$ cat src/rtl/wb_intr_aggregator.sv
// wb_intr_aggregator: Wishbone interrupt controller; per-source synchroniser, edge/level pending latch, enable mask, registered INTR_o.
// Define INTR_HOLDOFF_EN to add the HOLDOFF register (word 4) and re-assert holdoff counter.
module wb_intr_aggregator #(
    parameter int NUM_SRC = 4,
    parameter int ADDRWIDTH = 10,
    parameter int DATAWIDTH = 32,
    parameter int SYNC_STAGES = 2,
    parameter logic [DATAWIDTH-1:0] DEF_REG_VALUE = 32'hFAB_DEF_AC
) (
    input  logic                 WBs_CLK_i,
    input  logic                 WBs_RST_i,
    input  logic [ADDRWIDTH-1:0] WBs_ADR_i,
    input  logic                 WBs_CYC_i,
    input  logic [3:0]           WBs_BYTE_STB_i,
    input  logic                 WBs_WE_i,
    input  logic                 WBs_STB_i,
    input  logic [DATAWIDTH-1:0] WBs_DAT_i,
    output logic [DATAWIDTH-1:0] WBs_DAT_o,
    output logic                 WBs_ACK_o,
    input  logic [NUM_SRC-1:0]   Intr_Src_i,
    output logic                 INTR_o
);
    localparam logic [ADDRWIDTH-1:0] A_RAW  = ADDRWIDTH'(0);
    localparam logic [ADDRWIDTH-1:0] A_PEND = ADDRWIDTH'(1);
    localparam logic [ADDRWIDTH-1:0] A_EN   = ADDRWIDTH'(2);
    localparam logic [ADDRWIDTH-1:0] A_EDGE = ADDRWIDTH'(3);
    localparam logic [ADDRWIDTH-1:0] A_HOLD = ADDRWIDTH'(4);

    logic [NUM_SRC-1:0] sync_q [SYNC_STAGES];
    logic [NUM_SRC-1:0] sync, prev, pending, enable, edge_sel, set, clr, wdat;
    logic wr_cyc, wr, irq, intr_nxt, unused;

    assign sync   = sync_q[SYNC_STAGES-1];
    assign wr_cyc = WBs_ACK_o & WBs_WE_i;
    assign wr     = wr_cyc & WBs_BYTE_STB_i[0];
    assign wdat   = WBs_DAT_i[NUM_SRC-1:0];
    // edge mode needs a 0->1 transition; level mode sets on any high sample
    assign set    = sync & ~(edge_sel & prev);
    assign clr    = (wr && WBs_ADR_i == A_PEND) ? wdat : '0;
    assign irq    = |(pending & enable);
    assign unused = ^{WBs_DAT_i, WBs_BYTE_STB_i};

    always_ff @(posedge WBs_CLK_i or posedge WBs_RST_i)
        if (WBs_RST_i) begin
            for (int s = 0; s < SYNC_STAGES; s++) sync_q[s] <= '0;
            prev      <= '0;
            pending   <= '0;
            enable    <= '0;
            edge_sel  <= '0;
            WBs_ACK_o <= 1'b0;
            INTR_o    <= 1'b0;
        end else begin
            sync_q[0] <= Intr_Src_i;
            for (int s = 1; s < SYNC_STAGES; s++) sync_q[s] <= sync_q[s-1];
            prev      <= sync;
            pending   <= (pending & ~clr) | set;
            if (wr && WBs_ADR_i == A_EN) enable <= wdat;
            if (wr && WBs_ADR_i == A_EDGE) edge_sel <= wdat;
            WBs_ACK_o <= WBs_CYC_i & WBs_STB_i & ~WBs_ACK_o;
            INTR_o    <= intr_nxt;
        end

`ifdef INTR_HOLDOFF_EN
    logic [15:0] holdoff, cnt;
    assign intr_nxt = irq & (cnt == '0);
    // counter reloads when INTR_o falls, then counts down and parks at 0
    always_ff @(posedge WBs_CLK_i or posedge WBs_RST_i)
        if (WBs_RST_i) begin
            holdoff <= '0;
            cnt     <= '0;
        end else begin
            if (wr_cyc && WBs_ADR_i == A_HOLD && WBs_BYTE_STB_i[0]) holdoff[7:0] <= WBs_DAT_i[7:0];
            if (wr_cyc && WBs_ADR_i == A_HOLD && WBs_BYTE_STB_i[1]) holdoff[15:8] <= WBs_DAT_i[15:8];
            cnt <= (INTR_o & ~intr_nxt) ? holdoff : cnt - 16'(cnt != '0);
        end
`else
    assign intr_nxt = irq;
`endif

    always_comb begin
        WBs_DAT_o = DEF_REG_VALUE;
        case (WBs_ADR_i)
            A_RAW:  WBs_DAT_o = DATAWIDTH'(sync);
            A_PEND: WBs_DAT_o = DATAWIDTH'(pending);
            A_EN:   WBs_DAT_o = DATAWIDTH'(enable);
            A_EDGE: WBs_DAT_o = DATAWIDTH'(edge_sel);
`ifdef INTR_HOLDOFF_EN
            A_HOLD: WBs_DAT_o = DATAWIDTH'(holdoff);
`endif
            default: ;
        endcase
    end
endmodule

$ cat config.mk
export PLATFORM = sky130hd
export DESIGN_NAME = wb_intr_aggregator
export DESIGN_NICKNAME = d
export VERILOG_FILES = /design/src/rtl/wb_intr_aggregator.sv
export SDC_FILE = /design/constraint.sdc
export NUM_CORES = 1
export LEC_CHECK = 0
export CAP_MARGIN = 10
export CORE_MARGIN = 2
export CORE_UTILIZATION = 38
export CTS_CLUSTER_SIZE = 28
export DETAILED_ROUTE_END_ITERATION = 12
export GPL_TIMING_DRIVEN = 0
export PLACE_DENSITY = 0.85
export RECOVER_POWER = 25
export SYNTH_ARGS = -nofsm -noshare
export SYNTH_HDL_FRONTEND = slang
export SYNTH_SLANG_ARGS = --single-unit
export TNS_END_PERCENT = 100
$ cat constraint.sdc
create_clock -name WBs_CLK_i -period 4.9 [get_ports WBs_CLK_i]
set_clock_uncertainty 0.15 [all_clocks]
set_input_delay 1.225 -clock WBs_CLK_i [delete_from_list [all_inputs] [get_ports WBs_CLK_i]]
set_output_delay 1.225 -clock WBs_CLK_i [all_outputs]
set_load 0.02 [all_outputs]
# After elaboration in Yosys (flattened, before gate mapping)
# Index checks and enable logic that the tools add are counted.
# word_totals
reg_bits	26
inputBits	55
output_inout_bits	34
elab_cells	30
# op_classes
n_eq_ne	3
muxes	2
bitwise_logic	12
n_reduce_logical	5
# ops
cell	n
32-bit case mux with 4 select lines	1
10-bit by 2-bit equality test with 1-bit output, second input constant	2
4-bit AND	4
10-bit by 1-bit equality test with 1-bit output, second input constant	1
10-bit logical NOT	1
4-bit NOT	2
1-bit AND	4
4-bit two-way mux	1
4-bit bitwise OR	1
4-bit OR reduction	1
1-bit logical AND	3
1-bit NOT	1

# Depth between registers and ports, before layout
# depth
word_depth	7
depth_mapped	5
ltp_nobuf	3

# Least setup slack after synthesis
# OpenSTA, ideal clock, no wires.
# synth_path
path_type	input port to output port
from	input port WBs_ADR_i[5]
to	output port WBs_DAT_o[10]
t_arrival_ns	2.423
required_time_ns	3.525
slack_ns	1.102
stages	3
path_buffers	1
cell_sequence	nor4_1 -> nand2_1 -> buf_4
# synth_between
elab_chain_cells	2
elab_cells_between_ends	5
classes_between	eq/ne (3); mux (1); reduce/logical (1)
# synth_rtl
item	line	text
start, declared	12	input logic [ADDRWIDTH-1:0] WBs_ADR_i,
10-bit by 2-bit equality test with 1-bit output, or another cell as far along	82	case (WBs_ADR_i)
32-bit case mux with 4 select lines (*)	82	
end, declared	18	output logic [DATAWIDTH-1:0] WBs_DAT_o,
# Every way passes the cells marked *; elsewhere a longest branch is shown, timed or not.

# Worst setup path after layout
# layout_path
from	input port WBs_ADR_i[9]
to	output port WBs_DAT_o[3]
# The elaborated chain is that of the path after synthesis.

==> flow_summary.yaml <==
clock_tree:
  cts_num_sinks: 26
  clk-insertion-delay-late_ns: 0.32
  clockBufferDepth: 2
  cts_tree: "built"
  cts_buffers: 3
  cts-root-buf: "clkbuf_4"
  post-cts-setup-buffer-count: 0
  cts.clk_slew.worst_paths_ns: 0.13
  ctsHtreeMaxLevel: 1
worst_hold_path:
  whs_path_depth: 0
  min_path_type: "register to register"
finish:
  layout-area-overhead-vs-synth_pct: 47.78
  seqCellArea_um2: 650.6
  drive_gt1_share_pct: 31.10
  multi_input_area_um2: 449.2
  nNetsFinal: 220
  nFillCells: 284
  fin_area_mm2: 0.001954
  n_antenna_cell: 0
critical_path:
  path_depth: 4
  cp-start-kind: "input pin"
  crit_arrival_ns: 3.34
  max_stage_delay_ns: 0.63
  critical_path_class: "input pin to primary output"
  worst-path-buf-inv: 2
  critPathMostFrequentCell: "clkdlybuf4s50_1"
  cpMaxStageDelayCell: "or4_1"
  r2r_cells: 3
  path_max_fanout: 4
  cpLargestDelayFamily: "simple AND/OR/NAND/NOR gates"
  cp_cell_sequence: "clkdlybuf4s50_1 > or4_1 > or3_2 > clkdlybuf4s50_1"
  critPathCaptureType: "primary output"
  critPathRequiredTime_ns: 3.52
power:
  seq_power_share_pct: 53.2
  sw_frac_of_total_pct: 20.43
  power_density_mw_per_mm2: 214.2
  leakagePower_nw: 0.8847
  vdd.ir_drop.worst_uv: 166.7
  p_int_mw: 0.3331
  p_switching_mw: 0.08551
  power_frac_comb_pct: 12.4
  clock_power_share_pct: 34.4
global_routing:
  grt_pass1_vias: 970
  antenna_found_initial: 0
  grt_pass1_wl_um: 4457
  gr-usage-all-layers_pct: 14.10
  overflow: 0
  met3_usage_pct: 3.423
  grt-busiest-layer: "met2"
  use_met2_pct: 23.27
  grt_start_max_net_pins: 27
  grt_util_met1_pct: 18.11
yosys:
  ys_async_sr_fraction_pct: 100.0
  synth_commonest_cells: "27 x buf_4, 26 x dfrtp_1, 5 x nor2_1"
  yosysUniqueCellTypes: 22
  synth.top_cell.area_share_pct: 49.20
  ys_seq_area_share_pct: 49.20
  synth_area_leaders: "dfrtp_1 49%, buf_4 15%, mux4_2 6.8%, mux2_4 4.5%, mux2_2 3.4%"
  synth_ff_type: "dfrtp_1"
  yosysMostFrequentCell: "buf_4"
  syn_area_per_cell_um2: 12.60
  synth_seq_cells: 26
  syn-instance-count: 105
  synth_edf_count: 0
  netlist_area_mm2: 0.001323
  synth_largest_area_cell: "dfrtp_1"
  yosys_warnings: 0
sta:
  whs_ns: 0.2185
  final_hold_viol_count: 0
  min_period_ns: 4.717
  worst_slew_pin_slew_ns: 0.9471
  max_freq_mhz: 212.0
  worst_slack_ns: 0.1832
  slew_viol_final: 0
  min_period_over_period_pct: 96.26
  rsz0062_at_grt: "false"
  fin_tns_setup_ns: 0
  setup_viol: 0
  slew_headroom_pct: 36.79
drt:
  vias_per_cell: 4.562
  vias: 958
  drtIter0Drc: 38
  drc: 0
  wirelength_um: 2704
  avgRoutedWirePerCell_um: 12.88
  detail-route-antenna-nets: 0
  dr.pass1.iters: 4
place:
  port_buffers: 49
  place_ws_ns: 0.03284
  dp.final_hpwl_um: 2133
  place_area_mm2: 0.001893
  gp_congestion: 0.8422
floorplan:
  dieWidth_um: 63.00
  io_pins: 89
  die_h_um: 63.00
  die-area_mm2: 0.003968
  initial_core_util_pct: 39.63
  row_count: 21
  core_area_mm2: 0.003337
run_status:
  outcome: "finished, final reports clean"
flow_run:
  cap_violations: 0
logic make-up (layout without fill, tap and decap cells):
group / count (synthesis) / after routing / synth area share [%]
AOI/OAI and AO/OA: 10 / 10 / 4.919
DFF: 26 / 26 / 49.20
buffers and inverters: 31 / 84 / 19.21
other: 1 / 7 / 0.2835
muxes: 12 / 12 / 14.76
and+or+nand+nor: 25 / 25 / 11.64
area by class of cell:
cell class	count	share of cell area, %
timing repair buffer	49	25.10
clock inverter	1	1.536
clock buffer	3	1.152
multi-input combinational	54	22.98
inverter	2	0.3841
buffer	29	12.61
tap	46	2.945
sequential	26	33.29
timing repair:
item | CTS | global route
hold buffers | 0 | 0
setup endpoints to repair | 0 | 21
resized for setup | 0 | 2
layer usage:
metal	share of wire, %	wire (um)	vias to the layer above
met5	0	0	-
met4	0.59	16	0
met3	11	300	2
met2	46	1240	57
met1	42	1146	448
li1	-	-	451
power by group through the flow:
stage	logic, mW	clock network [mW]	registers, mW
after global placement	0.0511	0	0.227
after detailed placement	0.0525	0	0.227
after global routing	0.0558	0.158	0.224
after floorplan	0.0264	0	0.227
after CTS	0.0527	0.148	0.223
final	0.0517	0.144	0.223
path summary, 6_finish.rpt:
check                          endpoint  slack [ns]         start
hold / removal                  sync[1]        0.22     sync_q[5]
max in group asynchronous     enable[1]        2.64     WBs_RST_i
min in group asynchronous    pending[3]        1.39     WBs_RST_i
setup / recovery           WBs_DAT_o[3]        0.18  WBs_ADR_i[9]
hold reg to reg                 sync[1]        0.22     sync_q[5]
setup reg to reg             pending[3]        3.21     WBs_ACK_o
registers in the layout, summed over array words and instances, names as in the netlist:
signal and flops:
INTR_o 1, WBs_ACK_o 1, edge_sel 4, enable 4, pending 4, prev 4
sync 4, sync_q 4
layout by cell type, fill, tap and decap left out:
| cell type | count |
|---|---|
| clkbuf_4 | 3 |
| or3_2 | 2 |
| or4_1 | 1 |
| a22oi_1 | 2 |
| nand2_2 | 1 |
| buf_4 | 27 |
| nand4_1 | 2 |
| nor2b_1 | 4 |
| bufinv_16 | 1 |
| conb_1 | 7 |
| mux2_4 | 4 |
| dlygate4sd3_1 | 6 |
| nor4_2 | 1 |
| mux4_2 | 4 |
| nand2_1 | 2 |
| and4b_1 | 1 |
| inv_1 | 2 |
| a21boi_0 | 4 |
| nor4_1 | 2 |
| nor2_1 | 5 |
| or4_4 | 2 |
| bufbuf_16 | 1 |
| dfrtp_1 | 26 |
| buf_6 | 1 |
| clkdlybuf4s50_1 | 43 |
| and3_1 | 2 |
| mux2_2 | 4 |
| a21oi_1 | 4 |
through the flow:
step	util (%)	std cells	power [mW]
3_3_place_gp	56.73	206	0.2776
2_1_floorplan	-	111	0.2530
3_5_place_dp	56.73	206	0.2795
6_report	58.57	210	0.4186
5_1_grt	58.57	210	0.4375
4_1_cts	58.31	210	0.4239
Power figures use the tool's default switching activity.
==> edit 1 (same settings) <==
Add a define of `INTR_HOLDOFF_EN`.
--- a/src/rtl/wb_intr_aggregator.sv
+++ b/src/rtl/wb_intr_aggregator.sv
@@ -1,5 +1,7 @@
 // wb_intr_aggregator: Wishbone interrupt controller; per-source synchroniser, edge/level pending latch, enable mask, registered INTR_o.
 // Define INTR_HOLDOFF_EN to add the HOLDOFF register (word 4) and re-assert holdoff counter.
+`define INTR_HOLDOFF_EN
+
 module wb_intr_aggregator #(
     parameter int NUM_SRC = 4,
     parameter int ADDRWIDTH = 10,
Function: changed (Yosys sat finds a counterexample within 4 cycles, from zero or initial values and one cycle with WBs_RST_i high).
==> edit 1 against the unedited design <==
The flow now finishes with violations (max-capacitance violations, max-slew violations); synthesized area grew 130%; largest power group unchanged; sequential power grew to 2.8 times the old value; routed wire length grew to 2.5 times the old value; worst setup slack lost 0.079 ns; register-to-register slack worse by 1.2 ns; count of clock-buffer cells in the layout up 10; first-iteration DRC count grew to 3.6 times the old value; combinational power rose to 6.3 times the old value; final area up 110%; maximum frequency down 1.6%; total power rose to 3.4 times the old value; sequential cell count rose by 32; final cell count is 120% higher.
==> edit 1: results (changes against the unedited design) <==
| Metric | Value |
|---|---|
| Synthesized area per cell | `11.2 um^2 (-11%)` |
| Fin nets | `406 (+85%)` |
| Root buffer cell | `clkbuf_8` |
| Cell count of the worst reg-to-reg path | `10 (+7)` |
| Adder-cell share of the synthesized area | `0.834% (+0.83 points)` |
| WHS | `0.202 ns (-0.0161 ns)` |
| Status | `finished with violations` |
| GRT Util Overall | `17.0% (+2.9 points)` |
| Worst setup margin | `0.105 ns (-0.0787 ns)` |
| Yosys cell types | `51 (+130%)` |
| Critical Path AT | `3.42 ns (+0.08 ns)` |
| Switching Fraction | `28.4% (+8.0 points)` |
| CP max stage delay | `0.58 ns (-0.05 ns)` |
| Slew headroom | `-54.4% (-91 points)` |
| Largest net degree at the start of global routing | `45 (+67%)` |
| Synth Area in Compound Gates | `8.18% (+3.3 points)` |
| Met3 WL | `356 um (+19%)` |
| Vias in the first global route | `2478 (+160%)` |
| Clock slew at reported path FFs | `0.06 ns (-0.07 ns)` |
| Global-route wire length before repair | `11.5 mm (+160%)` |
| Placed insts | `440 (+110%)` |
| Hold Startpoint | `sync_q[4]` |
| CP endpoint | `WBs_DAT_o[16]` |
| PD cells | `359 mW/mm^2 (+67%)` |
| Clk network pwr share | `33.4% (-1.0 points)` |
| Proportion of layout cells with a drive suffix above 1 | `21.8% (-9.3 points)` |
| CTS buffer count | `9 (+6)` |
| # H-tree levels | `3 (+2)` |
| PortBufs | `66 (+35%)` |
| Failing checks | `max-capacitance violations, max-slew violations` |
| Worst r2r dst | `cnt[14]` |
| Non-filler cells, final | `455 (+120%)` |
| Crit-path slowest cell | `clkdlybuf4s50_1` |
| Static Leak | `1.72 nW (+94%)` |
| Layout fillers | `670 (+140%)` |
| Mux contribution to synthesized area | `14.9% (+0.18 points)` |
| Placed cell areas | `0.00382 mm^2 (+100%)` |
| Synth Area in XOR/XNOR | `3.80% (+3.8 points)` |
| Logic gate share of total power | `22.7% (+10 points)` |
| 1st-iter DRT viols | `135 (+260%)` |
| Post-place setup slack | `-0.460 ns (-0.493 ns)` |
| Worst reg2reg setup slack | `2.02 ns (-1.19 ns)` |
| CP Max Fanout | `12 (+8)` |
| Final max-slew violation count | `45 (+45)` |
| Met1 GRT Util | `19.7% (+1.6 points)` |
| Peak supply drop | `0.183 mV (+10%)` |
| Maxcap violations | `1 (+1)` |
| Worst hold endpoint | `sync[0]` |
| WL met1 | `2.83 mm (+150%)` |
| Worst r2r src | `cnt[12]` |
| Register area share after synthesis | `48.4% (-0.80 points)` |
==> edit 1: cell types whose count changed in the layout (fill, tap and decap cells not counted), sizes merged, moves of 10 or more <==
| cell | change |
|---|---|
| xnor2 | +10 |
| clkbuf | +16 |
| o21ai | +12 |
| dlygate4sd2 | +11 |
| nand2 | +22 |
| dfrtp | +32 |
| mux2 | +30 |
==> edit 1: layout make-up <==
| cell class | instances | area share [%] |
|---|---|---|
| clock inverters | 2 | 1.49 |
| repair buffers | 67 | 16.2 |
| inverters | 7 | 0.653 |
| plain buffers | 26 | 4.48 |
| clock buffers | 13 | 3.95 |
| well taps | 102 | 3.17 |
| flip-flops and latches | 58 | 36.1 |
| multi-input cells | 180 | 34.0 |
==> edit 1: critical path, delay by kind of cell <==
family        cells  cell delay (ns)
buf+inv           4             1.34
simple gates      3             0.85
==> edit 1: timing repair <==
action	4_1_cts	5_1_grt
gates cloned	0	0
hold endpoints to repair	0	0
resized for setup	16	1
setup endpoints to repair	22	1
==> edit 2 (same settings) <==
Made on the original files. Remove the register `INTR_o`: a continuous assignment takes its place, so the output `INTR_o` follows one clock earlier. Comments in the files are not updated.
--- a/src/rtl/wb_intr_aggregator.sv
+++ b/src/rtl/wb_intr_aggregator.sv
@@ -48,7 +48,6 @@
             enable    <= '0;
             edge_sel  <= '0;
             WBs_ACK_o <= 1'b0;
-            INTR_o    <= 1'b0;
         end else begin
             sync_q[0] <= Intr_Src_i;
             for (int s = 1; s < SYNC_STAGES; s++) sync_q[s] <= sync_q[s-1];
@@ -57,8 +56,9 @@
             if (wr && WBs_ADR_i == A_EN) enable <= wdat;
             if (wr && WBs_ADR_i == A_EDGE) edge_sel <= wdat;
             WBs_ACK_o <= WBs_CYC_i & WBs_STB_i & ~WBs_ACK_o;
-            INTR_o    <= intr_nxt;
         end
+
+    assign INTR_o = intr_nxt;
 
 `ifdef INTR_HOLDOFF_EN
     logic [15:0] holdoff, cnt;
Function: changed (Yosys sat finds a counterexample within 4 cycles, from zero or initial values and one cycle with WBs_RST_i high).
==> edit 2 against the unedited design <==
Routed wire length up 1.1%; sequential cell count down 1; worst setup slack worse by 0.019 ns; sequential power down 4%; sequential share of layout area down 0.44 points; final area down 2.6%; total power down 15%; global-route usage up 0.31 points; highest routed layer unchanged; synthesized area down 1.9%.
==> edit 2: results (changes against the unedited design) <==
| Metric | Value |
|---|---|
| Status | `finished, final reports clean` |
| Proportion of layout cells with a drive suffix above 1 | `31.3% (+0.19 points)` |
| Mux contribution to synthesized area | `15.0% (+0.28 points)` |
| Met1 GRT Util | `18.7% (+0.64 points)` |
| Top cells by count, synth | `27 x buf_4, 25 x dfrtp_1, 5 x nor2_1` |
| Post-place setup slack | `-0.0492 ns (-0.0820 ns)` |
| 1st-iter DRT viols | `41 (+7.9%)` |
| Largest net degree at the start of global routing | `26 (-3.7%)` |
| Largest cells by area after synthesis | `dfrtp_1 48%, buf_4 16%, mux4_2 6.9%` |
| Layout fillers | `291 (+2.5%)` |
| Met3 usage | `3.60% (+0.18 points)` |
| Synth Area in Compound Gates | `5.01% (+0.095 points)` |
| Register area share after synthesis | `48.2% (-0.98 points)` |
| Placed cell areas | `0.00187 mm^2 (-1.3%)` |
| Peak supply drop | `0.128 mV (-23%)` |
| Fin nets | `219 (-0.45%)` |
| RePlAce Congestion | `0.847 (+0.61%)` |
| Routed Wire Length | `2.73 mm (+1.1%)` |
| Critical Path AT | `3.36 ns (+0.02 ns)` |
| CP delay by family, top | `buffers and inverters` |
| Post-CTS sizing | `1 (+1)` |
| GRT Util Overall | `14.4% (+0.31 points)` |
| Global-route wire length before repair | `4.45 mm (-0.16%)` |
| Worst slew pin tran | `0.917 ns (-0.0302 ns)` |
| Vias per inst | `4.66 (+2.2%)` |
| Static Leak | `0.861 nW (-2.7%)` |
| Met2 Use GR | `23.9% (+0.65 points)` |
[edit 2: metrics by stage]
| stage | instances | setup TNS, ns |
|---|---|---|
| floorplan | 110 | 0 |
| global placement | 205 | 0 |
| detailed placement | 205 | -0.812 |
| CTS | 209 | 0 |
| global route | 209 | 0 |
| finish | 209 | 0 |
[edit 2: final cells by class]
| class | count | area (um^2) | share of cell area, % |
|---|---|---|---|
| flip-flops and latches | 25 | 626 | 32.9 |
| repair buffers | 49 | 490 | 25.8 |
| multi-input cells | 54 | 449 | 23.6 |
| plain buffers | 29 | 246 | 12.9 |
| well taps | 46 | 57.6 | 3.02 |
| clock buffers | 3 | 22.5 | 1.18 |
| inverters | 2 | 7.51 | 0.394 |
| clock inverters | 1 | 5.00 | 0.263 |
[edit 2: where the power goes]
part           switching (mW)  total, mW  internal (mW)  leakage, nW
sequential            0.00252      0.214          0.212        0.300
combinational          0.0213     0.0515         0.0302        0.543
clock                  0.0581     0.0887         0.0305       0.0177
[edit 2: final timing paths]
kind	from	to	slack, ns	cells after the start
max in group asynchronous	WBs_RST_i	prev[3]	2.66	2
min	sync_q[6]	sync[2]	0.22	0
min in group asynchronous	WBs_RST_i	edge_sel[2]	1.38	2
max	WBs_ADR_i[9]	WBs_DAT_o[19]	0.16	5
min reg2reg	sync_q[6]	sync[2]	0.22	0
max reg2reg	WBs_ACK_o	edge_sel[3]	3.21	4
[edit 2: per-layer routing]
metal / share of wire [%] / vias to the layer above
met5: 0 / -
met4: 0.84 / 0
met3: 11 / 6
met2: 46 / 66
met1: 42 / 452
li1: - / 450
[edit 2: cell families (layout without fill, tap and decap cells)]
logic type             Yosys count  after routing
flip-flops                      25             25
multiplexers                    12             12
AO/OA/AOI/OAI                   10             10
AND/OR/NAND/NOR                 25             25
other                            1              7
buffers and inverters           31             84
